`config.mk`:
```
export PLATFORM = sky130hd
export DESIGN_NAME = vga_timing_gen
export DESIGN_NICKNAME = d
export VERILOG_FILES = /design/src/rtl/vga_timing_gen.sv
export SDC_FILE = /design/constraint.sdc
export NUM_CORES = 1
export LEC_CHECK = 0
export ABC_AREA = 1
export CORE_MARGIN = 2
export CORE_UTILIZATION = 52
export DETAILED_ROUTE_END_ITERATION = 8
export GPL_ROUTABILITY_DRIVEN = 0
export PLACE_DENSITY_LB_ADDON = 0.25
export SYNTH_ARGS = -nofsm -noshare
export SYNTH_HDL_FRONTEND = slang
export SYNTH_SLANG_ARGS = --single-unit
```
`constraint.sdc`:
```
create_clock -name vgaclk -period 1.8 [get_ports vgaclk]
set_clock_uncertainty 0.15 [all_clocks]
set_input_delay 0.54 -clock vgaclk [delete_from_list [all_inputs] [get_ports vgaclk]]
set_output_delay 0.54 -clock vgaclk [all_outputs]
set_load 0.03 [all_outputs]
```
`src/rtl/vga_timing_gen.sv`:
```
// vga_timing_gen: parametrised VGA raster timing generator with pixel-enable aligned sync/blank delay line
module vga_timing_gen #(
  parameter int HACTIVE   = 640,
  parameter int HFP       = 16,
  parameter int HSYN      = 96,
  parameter int HBP       = 48,
  parameter int VACTIVE   = 480,
  parameter int VFP       = 11,
  parameter int VSYN      = 2,
  parameter int VBP       = 32,
  parameter bit HSYNC_POL = 1'b0,
  parameter bit VSYNC_POL = 1'b0,
  parameter int PIPE      = 2,
  parameter int CW        = 10,
  parameter int FCW       = 8
) (
  input  logic           vgaclk,
  input  logic           reset_b,
  input  logic           pix_en,
  output logic           hsync,
  output logic           vsync,
  output logic           sync_b,
  output logic           blank_b,
  output logic [CW-1:0]  x,
  output logic [CW-1:0]  y,
  output logic           line_start,
  output logic           frame_start,
  output logic [FCW-1:0] frame_cnt
);
  localparam int HTOTAL = HACTIVE + HFP + HSYN + HBP;
  localparam int VTOTAL = VACTIVE + VFP + VSYN + VBP;
  if (HTOTAL > 2 ** CW) begin : g_htotal_chk
    $error("HTOTAL does not fit in CW-bit counter");
  end
  if (VTOTAL > 2 ** CW) begin : g_vtotal_chk
    $error("VTOTAL does not fit in CW-bit counter");
  end
  logic [CW-1:0]  hcnt_q, hcnt_d, vcnt_q, vcnt_d;
  logic [FCW-1:0] frame_cnt_q, frame_cnt_d;
  logic           hend, vend;
  logic [2:0]     raw, dly_out;
  // next raster position and raw (undelayed) sync/active flags
  always_comb begin
    hend = hcnt_q == CW'(HTOTAL - 1);
    vend = vcnt_q == CW'(VTOTAL - 1);
    hcnt_d = !pix_en ? hcnt_q : hend ? '0 : hcnt_q + 1'b1;
    vcnt_d = !(pix_en && hend) ? vcnt_q : vend ? '0 : vcnt_q + 1'b1;
    frame_cnt_d = (pix_en && hend && vend) ? frame_cnt_q + 1'b1 : frame_cnt_q;
    raw[2] = int'(hcnt_q) >= HACTIVE + HFP && int'(hcnt_q) < HACTIVE + HFP + HSYN;
    raw[1] = int'(vcnt_q) >= VACTIVE + VFP && int'(vcnt_q) < VACTIVE + VFP + VSYN;
    raw[0] = int'(hcnt_q) < HACTIVE && int'(vcnt_q) < VACTIVE;
  end
  // raster counters and frame counter
  always_ff @(posedge vgaclk or negedge reset_b) begin
    if (!reset_b) begin
      hcnt_q      <= '0;
      vcnt_q      <= '0;
      frame_cnt_q <= '0;
    end else begin
      hcnt_q      <= hcnt_d;
      vcnt_q      <= vcnt_d;
      frame_cnt_q <= frame_cnt_d;
    end
  end
  if (PIPE == 0) begin : g_nopipe
    assign dly_out = raw;
  end else begin : g_pipe
    logic [PIPE-1:0][2:0] dly_q, dly_d;
    // shift raw flags one stage per enabled pixel
    always_comb begin
      dly_d = dly_q;
      if (pix_en) begin
        dly_d[0] = raw;
        for (int i = 1; i < PIPE; i++) dly_d[i] = dly_q[i-1];
      end
    end
    // delay stages clear to "not in sync, not visible" so the first pixels after reset stay blanked
    always_ff @(posedge vgaclk or negedge reset_b) begin
      if (!reset_b) dly_q <= '0;
      else dly_q <= dly_d;
    end
    assign dly_out = dly_q[PIPE-1];
  end
  assign hsync       = dly_out[2] ? HSYNC_POL : ~HSYNC_POL;
  assign vsync       = dly_out[1] ? VSYNC_POL : ~VSYNC_POL;
  assign blank_b     = dly_out[0];
  assign sync_b      = 1'b0;
  assign x           = hcnt_q;
  assign y           = vcnt_q;
  assign frame_cnt   = frame_cnt_q;
  assign line_start  = pix_en && hcnt_q == '0;
  assign frame_start = pix_en && hcnt_q == '0 && vcnt_q == '0;
endmodule

```
Word level (Yosys, flattened, before mapping)
Cells that the tools add are included.
Storage, ports and cells
  output and inout port bits: 34
  logic and storage cells: 29
  flip-flop bits (word level): 34
Cells by class
  reduce and logical (&&, ||, !) cells: 9
  eq/ne operators: 2
  $lt $le $gt $ge: 6
  $add $sub $neg: 3
  muxes and demuxes: 4
Operators with widths (count)
  adder 10 x 1 -> 10 bit (second input constant): 2
  == test 10 bit (second input constant): 2
  zero test 10 bit: 2
  < comparator 10 bit (second input constant): 2
  < comparator 10 x 9 -> 1 bit (second input constant): 2
  2-to-1 mux 10 bit: 2
  greater-or-equal comparator 10 bit (second input constant): 1
  greater-or-equal comparator 10 x 9 -> 1 bit (second input constant): 1
  adder 8 x 1 -> 8 bit (second input constant): 1
  logical AND 1 bit: 7
  2-to-1 mux 1 bit: 2

Logic depth before layout (Yosys ltp)
Gate-level depths: netlist (run 1).
  word-level depth: 3
  gate-level depth with buffers: 9
  gate-level depth less buffers: 9

Worst setup path before layout (run 1)
OpenSTA, ideal clock, no wires.
  path kind: reg-to-output
  start: register hcnt_q[0], in the netlist x[0]
  end: output port frame_start
  data required time: 1110 ps
  cell stages (with the launch flop): 5
  arrival time: 1892 ps
  path slack: -782 ps
  buffers on the path: 0
  path through: dfrtp_1 > inv_1 > ha_1 > nand4_1 > nor4_1
Between the ends
  cells in the longest elaborated chain, start to end: 3
Ends and longest elaborated chain
  start, declared: line 38  | logic [CW-1:0] hcnt_q, hcnt_d, vcnt_q, vcnt_d;
  start signal, assigned: line 60  | hcnt_q <= hcnt_d;
  zero test 10 bit: line 92  | assign frame_start = pix_en && hcnt_q == '0 && vcnt_q == '0;
  logical AND 1 bit (2 in a row): line 92
  end, declared: line 27  | output logic frame_start,
No other way between the ends.

Worst setup path after layout (run 1)
Ends and elaborated chain as after synthesis.

==> flow_summary.ini, run 1 <==
[run_status]
status = finished, violations left
failed_checks = setup timing

[clock_tree]
cts_sinks = 34
clk_pin_slew_ns = 0.06
clkLatencyLatePin_ns = 0.29
clock_path_buffers = 2
cts_tree = done
cts_max_level = 2
cts_buffers = 5
clockRootBuffer = clkbuf_8

[timing]
setup_tns_ns = -0.668
slew_viol_final = 0
hold_viol = 0
setup_violations = 2
fmax_ghz = 0.465
rsz0062_at_grt = yes
finalCritPeriodShare_pct = 120
fin_ws_ns = -0.352
post-route-min-period_ns = 2.15

[layout]
num_antenna_cells = 0
final_cell_mix = nand2_1, buf_4, dfrtp_1, inv_1, nor2_1
fin_util_pct = 78.5
syn_to_final_growth_pct = 42.7
fin_nets = 360
layout-drive-gt1-share_pct = 33.2
final_common_cell = nand2_1

[power_and_ir_drop]
netSwitchingFraction_pct = 39.6
power_frac_clock_pct = 22.4
p_seq_share_pct = 35.2
p_int_mw = 1.61
ir_worst_vdd_v = 0.000649
power_leakage_nw = 1.48
netSwitchingPower_mw = 1.05
cellPowerDensity_nw_per_um2 = 913
combPwrFrac_pct = 42.4

[critical_path]
path_cells = inv_2 -> ha_4 -> nand4_1 -> nor4_4 -> buf_4
crit_path_max_fanout = 2
slowest_delay_ns = 0.41
worstPathRequired_ns = 1.11
critPathLaunchType = flop
critPathCaptureType = output pin
path_class = flop to output pin
crit_slowest_cell = dfrtp_2
cp_data_arrival_time_ns = 1.46

[route]
drc = 0
drtIter0Drc = 172
drt-wirelength-per-cell_um = 12.6
vias = 1993
wl_mm = 5.02
vias_per_cell = 4.98
ant_nets = 0
first_pass_iters = 5

[yosys]
synth_area_um2 = 2040
synth_top_family_by_area = simple AND/OR/NAND/NOR gates
muxShareOfSynthArea_pct = 0
seq_area_frac_synth_pct = 41.6
synth_compound_area_share_pct = 5.88
yosys_warnings = 0
synth_seq_cells = 34
avgSynthCellArea_um2 = 7.57
synth_adder_area_share_pct = 3.67
syn_nets = 279
syn_inst = 270
synthDistinctLibCells = 29
synth-simple-area-share_pct = 34.0
synth-xor-area-share_pct = 5.14

[grt]
grt_pass1_wl_mm = 8.11
grt_use_total_pct = 24.5
grt_pass1_vias = 1786
grt_remaining_overflow = 0
antenna_found_initial = 0
grt_max_degree = 35

[floorplanning]
die_x_um = 66.7
die_area_um2 = 4450
start_util_pct = 55.0
rows = 22
io_pins = 37
die_y_um = 66.7
coreArea_um2 = 3720

[placed_design]
dp_hpwl_mm = 3.50
dp_slack_ns = -0.532
numPortBuffers = 35

[hold_path]
hold_path_class = flop to flop

[run]
cap_violations = 0
synthesized netlist by cell type:
library cell	number	area share (%)
a211oi_1	1	0.37
nor2_4	4	2.2
o21ai_2	2	0.86
nand4_1	8	2.4
o22ai_1	1	0.31
nand2_1	74	14
inv_1	35	6.4
buf_4	2	0.73
nand3_2	1	0.49
nand2_4	1	0.55
nor4_1	1	0.31
inv_2	3	0.55
or2_2	1	0.31
buf_2	2	0.49
nor2_1	31	5.7
o21ai_0	16	3.9
nand2_2	3	0.92
o2111ai_1	1	0.43
xor2_1	10	4.3
buf_6	2	1.1
nand3_1	19	4.7
nor3_1	6	1.5
nand4_4	1	1.0
ha_1	6	3.7
nor2_2	1	0.31
conb_1	1	0.18
dfrtp_1	34	42
clkbuf_1	1	0.18
xnor2_1	2	0.86
final timing paths:
path,end,cells past startpoint,slack [ns],startpoint
max in group asynchronous,x[0]$_DFFE_PN0P_,2,0.82,reset_b
min in group asynchronous,x[8]$_DFFE_PN0P_,2,0.47,reset_b
min reg2reg,g_pipe.dly_q[2]$_DFFE_PN0P_,2,0.35,g_pipe.dly_q[2]$_DFFE_PN0P_
max reg2reg,frame_cnt[4]$_DFFE_PN0P_,9,0.08,x[7]$_DFFE_PN0P_
min,g_pipe.dly_q[2]$_DFFE_PN0P_,2,0.35,g_pipe.dly_q[2]$_DFFE_PN0P_
max,frame_start,5,-0.35,x[0]$_DFFE_PN0P_
worst max-delay path, delay by kind of cell (launching register included):
family	cells	cell delay, ns
adders and majority gates	1	0.12
DFF	1	0.41
buffers and inverters	2	0.26
and+or+nand+nor	2	0.38
power by group through the flow:
stage	Clock, mW	Combinational (mW)	Sequential, mW
after global placement	0	1.03	0.941
after global routing	0.645	1.22	0.949
after detailed placement	0	1.06	0.947
after floorplan	0	0.366	1.19
final	0.597	1.13	0.937
after CTS	0.611	1.07	0.933
stage by stage:
step           hold slack (ns)  instance area (um^2)  power (mW)  cells
6_report                 0.351                  2920        2.66    400
5_1_grt                  0.374                  2920        2.81    400
4_1_cts                  0.350                  2830        2.61    394
3_5_place_dp             0.319                  2700        2.00    383
3_3_place_gp             0.319                  2700        1.98    383
2_1_floorplan           0.0944                  2100        1.56    270
kinds of logic (layout without fill, tap and decap cells):
family          count (synthesis)  count (layout)
flops                          34              34
buf+inv                        45             126
other cells                     1               1
compound gates                 21              21
fa+ha+maj                       6               6
simple gates                  151             152
xor+xnor                       12              12
layout make-up:
cell class              count  area, um^2
inverters                  38         145
multi-input cells         192        1100
fillers                   277         801
repair buffers             80         661
well taps                  48        60.1
clock inverters             2        12.5
flip-flops and latches     34         857
clock buffers               6        82.6
what timing repair did:
action	CTS	global route
hold buffers	0	0
setup endpoints to repair	28	19
gates resized for setup	30	9
gates cloned	1	1
buffers inserted	2	5
pin swaps	3	6
per-layer routing:
layer | track usage [%] | wire, um | vias to the layer above
met5 | 0 | 0 | -
met4 | 7.91 | 62 | 0
met3 | 4.56 | 208 | 6
met2 | 40.8 | 2480 | 50
met1 | 32.1 | 2270 | 928
li1 | - | - | 1009
sequential cells by signal, indices dropped and copies added, names as in the netlist:
| signal | cells |
|---|---|
| g_pipe.dly_q | 3 |
| frame_cnt | 8 |
| x | 10 |
| y | 10 |
| dly_out | 3 |
No activity file was read; power rests on OpenSTA's default activity.
==> run 2, diff against run 1 <==
--- a/config.mk
+++ b/config.mk
@@ -6,6 +6,7 @@
 export NUM_CORES = 1
 export LEC_CHECK = 0
 export ABC_AREA = 1
+export CORE_ASPECT_RATIO = 0.8
 export CORE_MARGIN = 2
 export CORE_UTILIZATION = 52
 export DETAILED_ROUTE_END_ITERATION = 8
==> run 2 against run 1 <==
Via count up 1.9%. First-iteration DRC count down 0.58%. Combinational power down 4%. Critical endpoint unchanged. The flow still finishes with violations (setup timing). Register-to-register slack worse by 0.03 ns. Utilization down 2.5 points.
==> flow_summary.ini, run 2 (synthesized netlist as in run 1, its figures left out) <==
[run_status]
status = finished, violations left
failed_checks = setup timing

[clock_tree]
cts_sinks = 34
cts_tree = done
clk_pin_slew_ns = 0.07
cts_max_level = 2
clock_path_buffers = 2
clkLatencyLatePin_ns = 0.29
clockRootBuffer = clkbuf_8
cts_buffers = 5

[critical_path]
critPathLaunchType = flop
worstPathRequired_ns = 1.11
critPathCaptureType = output pin
r2r_slack_ns = 0.05
cp_data_arrival_time_ns = 1.50
r2r_cells = 8
path_class = flop to output pin
crit_path_max_fanout = 2
worstReg2RegEnd = y[7]$_DFFE_PN0P_
reg2reg_from = x[0]$_DFFE_PN0P_

[route]
wl_mm = 5.22
vias = 2031
drc = 0
first_pass_iters = 4
vias_per_cell = 4.99
ant_nets = 0
drtIter0Drc = 171
drt-wirelength-per-cell_um = 12.8

[timing]
hold_viol = 0
fmax_ghz = 0.457
setup_tns_ns = -0.683
finalCritPeriodShare_pct = 122
fin_ws_ns = -0.389
slew_viol_final = 0
setup_violations = 2
rsz0062_at_grt = yes
post-route-min-period_ns = 2.19

[layout]
multi_input_area_um2 = 1080
n_fill_cell = 283
syn_to_final_growth_pct = 40.5
num_antenna_cells = 0
final_cell_mix = nand2_1, buf_4, inv_1, nor2_1, dfrtp_1
regArea_um2 = 857
fin_util_pct = 76.0
fin_nets = 360
final_common_cell = nand2_1
layout-drive-gt1-share_pct = 32.1

[grt]
grt_remaining_overflow = 0
grt_pass1_vias = 1863
grt_max_degree = 35
grt_use_total_pct = 25.0
antenna_found_initial = 0
grt_pass1_wl_mm = 8.16

[floorplanning]
io_pins = 37
die_area_um2 = 4450
die_x_um = 74.1
rows = 20
start_util_pct = 54.1
coreArea_um2 = 3780
die_y_um = 60.1

[placed_design]
dp_hpwl_mm = 3.82
numPortBuffers = 35

[hold_path]
hold_path_end = g_pipe.dly_q[2]$_DFFE_PN0P_
hold_depth = 2
hold_path_class = flop to flop
min_from = g_pipe.dly_q[2]$_DFFE_PN0P_

[power_and_ir_drop]
netSwitchingFraction_pct = 39.4
p_int_mw = 1.57
ir_worst_vdd_v = 0.000623
combPwrFrac_pct = 41.5
power_leakage_nw = 1.49
cellPowerDensity_nw_per_um2 = 904
power_frac_clock_pct = 22.6
p_seq_share_pct = 36.0
netSwitchingPower_mw = 1.02

[run]
cap_violations = 0
[run 2: cell count changes in the layout (fill, tap and decap cells not counted), sizes merged]
cell	change
buf	+1
clkbuf	+1
clkinvlp	-1
dlygate4sd2	-1
[run 2: power by group through the flow]
stage	registers (mW)	clock network, mW	logic (mW)
final	0.933	0.586	1.08
after global routing	0.944	0.635	1.17
after CTS	0.931	0.597	1.05
after detailed placement	0.943	0	1.04
after global placement	0.940	0	1.02
after floorplan	1.19	0	0.366
[run 2: final cells by class]
type                       instances  share of cell area (%)
multi-input combinational        192                    37.6
sequential                        34                    29.8
timing repair buffer              80                    21.9
inverter                          38                    5.05
clock buffer                       7                    3.01
tap                               55                    2.40
clock inverter                     1                   0.174
[run 2: worst max path at each step]
stage	from	end	slack [ns]	cells after the start
after floorplan	y[0]$_DFFE_PN0P_	frame_start	-0.19	4
final	x[0]$_DFFE_PN0P_	frame_start	-0.39	5
after detailed placement	pix_en	frame_start	-0.59	4
after CTS	y[1]$_DFFE_PN0P_	frame_start	-0.41	5
after global routing	x[0]$_DFFE_PN0P_	frame_start	-0.48	5
after global placement	pix_en	frame_start	-0.55	4
[run 2: through the flow]
stage | setup WS (ns) | power [mW] | instances | hold slack (ns) | cell area (um^2)
2_1_floorplan | -0.192 | 1.56 | 270 | 0.0944 | 2100
3_3_place_gp | -0.550 | 1.96 | 393 | 0.325 | 2720
3_5_place_dp | -0.586 | 1.98 | 393 | 0.331 | 2720
4_1_cts | -0.413 | 2.57 | 402 | 0.349 | 2810
5_1_grt | -0.476 | 2.74 | 407 | 0.365 | 2870
6_report | -0.389 | 2.59 | 407 | 0.341 | 2870
[run 2: worst max-delay path: stages (launching register included)]
cell     delay, ns
dfrtp_2       0.41
inv_2         0.09
ha_4          0.13
nand4_1       0.19
nor4_4        0.20
buf_4         0.20
[run 2: timing repair]
| action | CTS | global route |
|---|---|---|
| endpoints found under the setup margin | 37 | 25 |
| pin swaps | 1 | 5 |
| hold endpoints to repair | 0 | 0 |
| setup buffers | 1 | 4 |
| hold buffers | 0 | 0 |
| gates resized for setup | 23 | 13 |
| cloned | 0 | 1 |
[run 2: per-layer routing]
layer	vias up	track usage (%)	routed length, um
li1	1008	-	-
met4	0	10.4	113
met3	16	6.07	381
met1	933	31.7	2280
met2	74	41.1	2440
met5	-	0	0
==> run 3, diff against run 2 <==
--- a/config.mk
+++ b/config.mk
@@ -8,10 +8,12 @@
 export ABC_AREA = 1
 export CORE_ASPECT_RATIO = 0.8
 export CORE_MARGIN = 2
-export CORE_UTILIZATION = 52
+export CORE_UTILIZATION = 57
 export DETAILED_ROUTE_END_ITERATION = 8
+export DONT_BUFFER_PORTS = 1
 export GPL_ROUTABILITY_DRIVEN = 0
 export PLACE_DENSITY_LB_ADDON = 0.25
+export SETUP_SLACK_MARGIN = 0.3
 export SYNTH_ARGS = -nofsm -noshare
 export SYNTH_HDL_FRONTEND = slang
 export SYNTH_SLANG_ARGS = --single-unit
==> run 3 against run 2 <==
Cell count decreased by 9.8%. The flow finishes with violations (hold timing, setup timing). Total power increased by 13%. Design area increased by 4.1%. Critical endpoint unchanged. Worst hold slack got worse by 0.56 ns. Sequential power increased by 6.2%.
==> flow_summary.ini, run 3 (synthesized netlist as in run 1, its figures left out) <==
[layout]
fin_nets = 333
num_antenna_cells = 0
final_area_um2 = 2990
syn_to_final_growth_pct = 46.3
layout-drive-gt1-share_pct = 41.5
final_cell_mix = nand2_1, buf_6, nor2_1, inv_1, dfrtp_1
fin_util_pct = 87.3
final_common_cell = nand2_1
n_fill_cell = 157
stdcell_count = 367
regArea_um2 = 871
multi_input_area_um2 = 1250

[clock_tree]
clock_path_buffers = 2
cts_buffers = 5
cts_max_level = 2
clk_pin_slew_ns = 0.08
cts_sinks = 34
cts_tree = done
clkLatencyLatePin_ns = 0.29
clockRootBuffer = clkbuf_8

[floorplanning]
rows = 19
start_util_pct = 59.7
coreArea_um2 = 3420
io_pins = 37
die_area_um2 = 4080
die_y_um = 57.6
die_x_um = 70.9

[grt]
grt_pass1_wl_mm = 9.38
grt_remaining_overflow = 0
grt_use_total_pct = 30.1
antenna_found_initial = 0
grt_max_degree = 35
grt_pass1_vias = 1987

[critical_path]
crit_buf_inv = 2
cp_data_arrival_time_ns = 1.51
path_class = flop to output pin
r2r_slack_ns = -0.21
reg2reg_from = x[6]$_DFFE_PN0P_
r2r_cells = 12
crit_path_max_fanout = 2
crit_slowest_cell = dfrtp_2
critPathLaunchType = flop
path_cells = inv_2 -> ha_4 -> nand4_1 -> nor4_4 -> buf_6
worstPathRequired_ns = 1.11
slowest_delay_ns = 0.42
cp_top_family = flip-flops
critPathCaptureType = output pin
worstReg2RegEnd = frame_cnt[3]$_DFFE_PN0P_

[run_status]
status = finished, violations left
failed_checks = hold timing, setup timing

[route]
vias = 2255
vias_per_cell = 6.14
drt-wirelength-per-cell_um = 19.1
ant_nets = 0
wl_mm = 7.00
drtIter0Drc = 319
first_pass_iters = 6
drc = 0

[placed_design]
place_inst = 341
dpl_cell_area_um2 = 2380
dp_slack_ns = -0.0815
dp_hpwl_mm = 3.57
numPortBuffers = 0

[timing]
finalCritPeriodShare_pct = 122
whs_ns = -0.215
setup_violations = 25
setup_tns_ns = -3.56
rsz0062_at_grt = yes
slew_viol_final = 0
hold_viol = 34
fmax_ghz = 0.454
post-route-min-period_ns = 2.20
fin_ws_ns = -0.401

[run]
cap_violations = 0

[power_and_ir_drop]
power_leakage_nw = 1.46
ir_worst_vdd_v = 0.000940
cellPowerDensity_nw_per_um2 = 985
totalPowerFinal_mw = 2.94

[hold_path]
hold_path_class = primary input to async pin
==> run 3: changes by cell type in the layout (fill, tap and decap cells not counted), sizes merged <==
cell           before  now
buf                69   53
dlygate4sd2         7    0
clkdlybuf4s50       1    0
clkdlybuf4s15       2    0
clkinv              1    0
==> run 3: worst reg2reg max path, cell delays in order, from the launching register on <==
cell	delay [ns]
dfrtp_1	0.41
buf_6	0.13
buf_6	0.10
buf_6	0.10
buf_6	0.12
inv_4	0.06
nand2_4	0.05
nor2_4	0.16
nand4_4	0.12
nor2_4	0.24
buf_6	0.18
nand2_2	0.06
o21ai_2	0.06
==> run 3: worst max path at each step <==
stage | startpoint | to | slack, ns | cells after the start
final | y[1]$_DFFE_PN0P_ | frame_start | -0.40 | 5
after global placement | y[1]$_DFFE_PN0P_ | frame_start | -0.06 | 5
after global routing | y[1]$_DFFE_PN0P_ | frame_start | -0.45 | 5
after CTS | x[0]$_DFFE_PN0P_ | frame_start | -0.35 | 5
after floorplan | y[0]$_DFFE_PN0P_ | frame_start | -0.19 | 4
after detailed placement | y[1]$_DFFE_PN0P_ | frame_start | -0.08 | 5
==> run 3: routing by layer <==
metal / GRT usage (%) / up-vias / share of wire (%)
li1: - / 960 / -
met1: 38.2 / 1075 / 38
met2: 49.8 / 164 / 47
met3: 8.48 / 56 / 10
met4: 10.5 / 0 / 5.1
met5: 0 / - / 0
==> run 3: timing repair <==
| action | 4_1_cts | 5_1_grt |
|---|---|---|
| setup buffers | 11 | 6 |
| endpoints found under the setup margin | 58 | 57 |
| pin swaps | 20 | 5 |
| endpoints found under the hold margin | 34 | 34 |
| cloned | 1 | 0 |
| resized for setup | 83 | 31 |
==> run 3: power breakdown <==
part / switching [mW] / total, mW / internal, mW
Sequential: 0.111 / 0.991 / 0.880
Combinational: 0.833 / 1.39 / 0.557
Clock: 0.287 / 0.562 / 0.275
Total: 1.23 / 2.94 / 1.71
==> run 3: layout make-up <==
cell class / count / share of cell area (%)
repair buffers: 53 / 19.5
flip-flops and latches: 34 / 29.1
multi-input cells: 192 / 41.7
inverters: 38 / 5.19
well taps: 42 / 1.76
clock buffers: 8 / 2.68
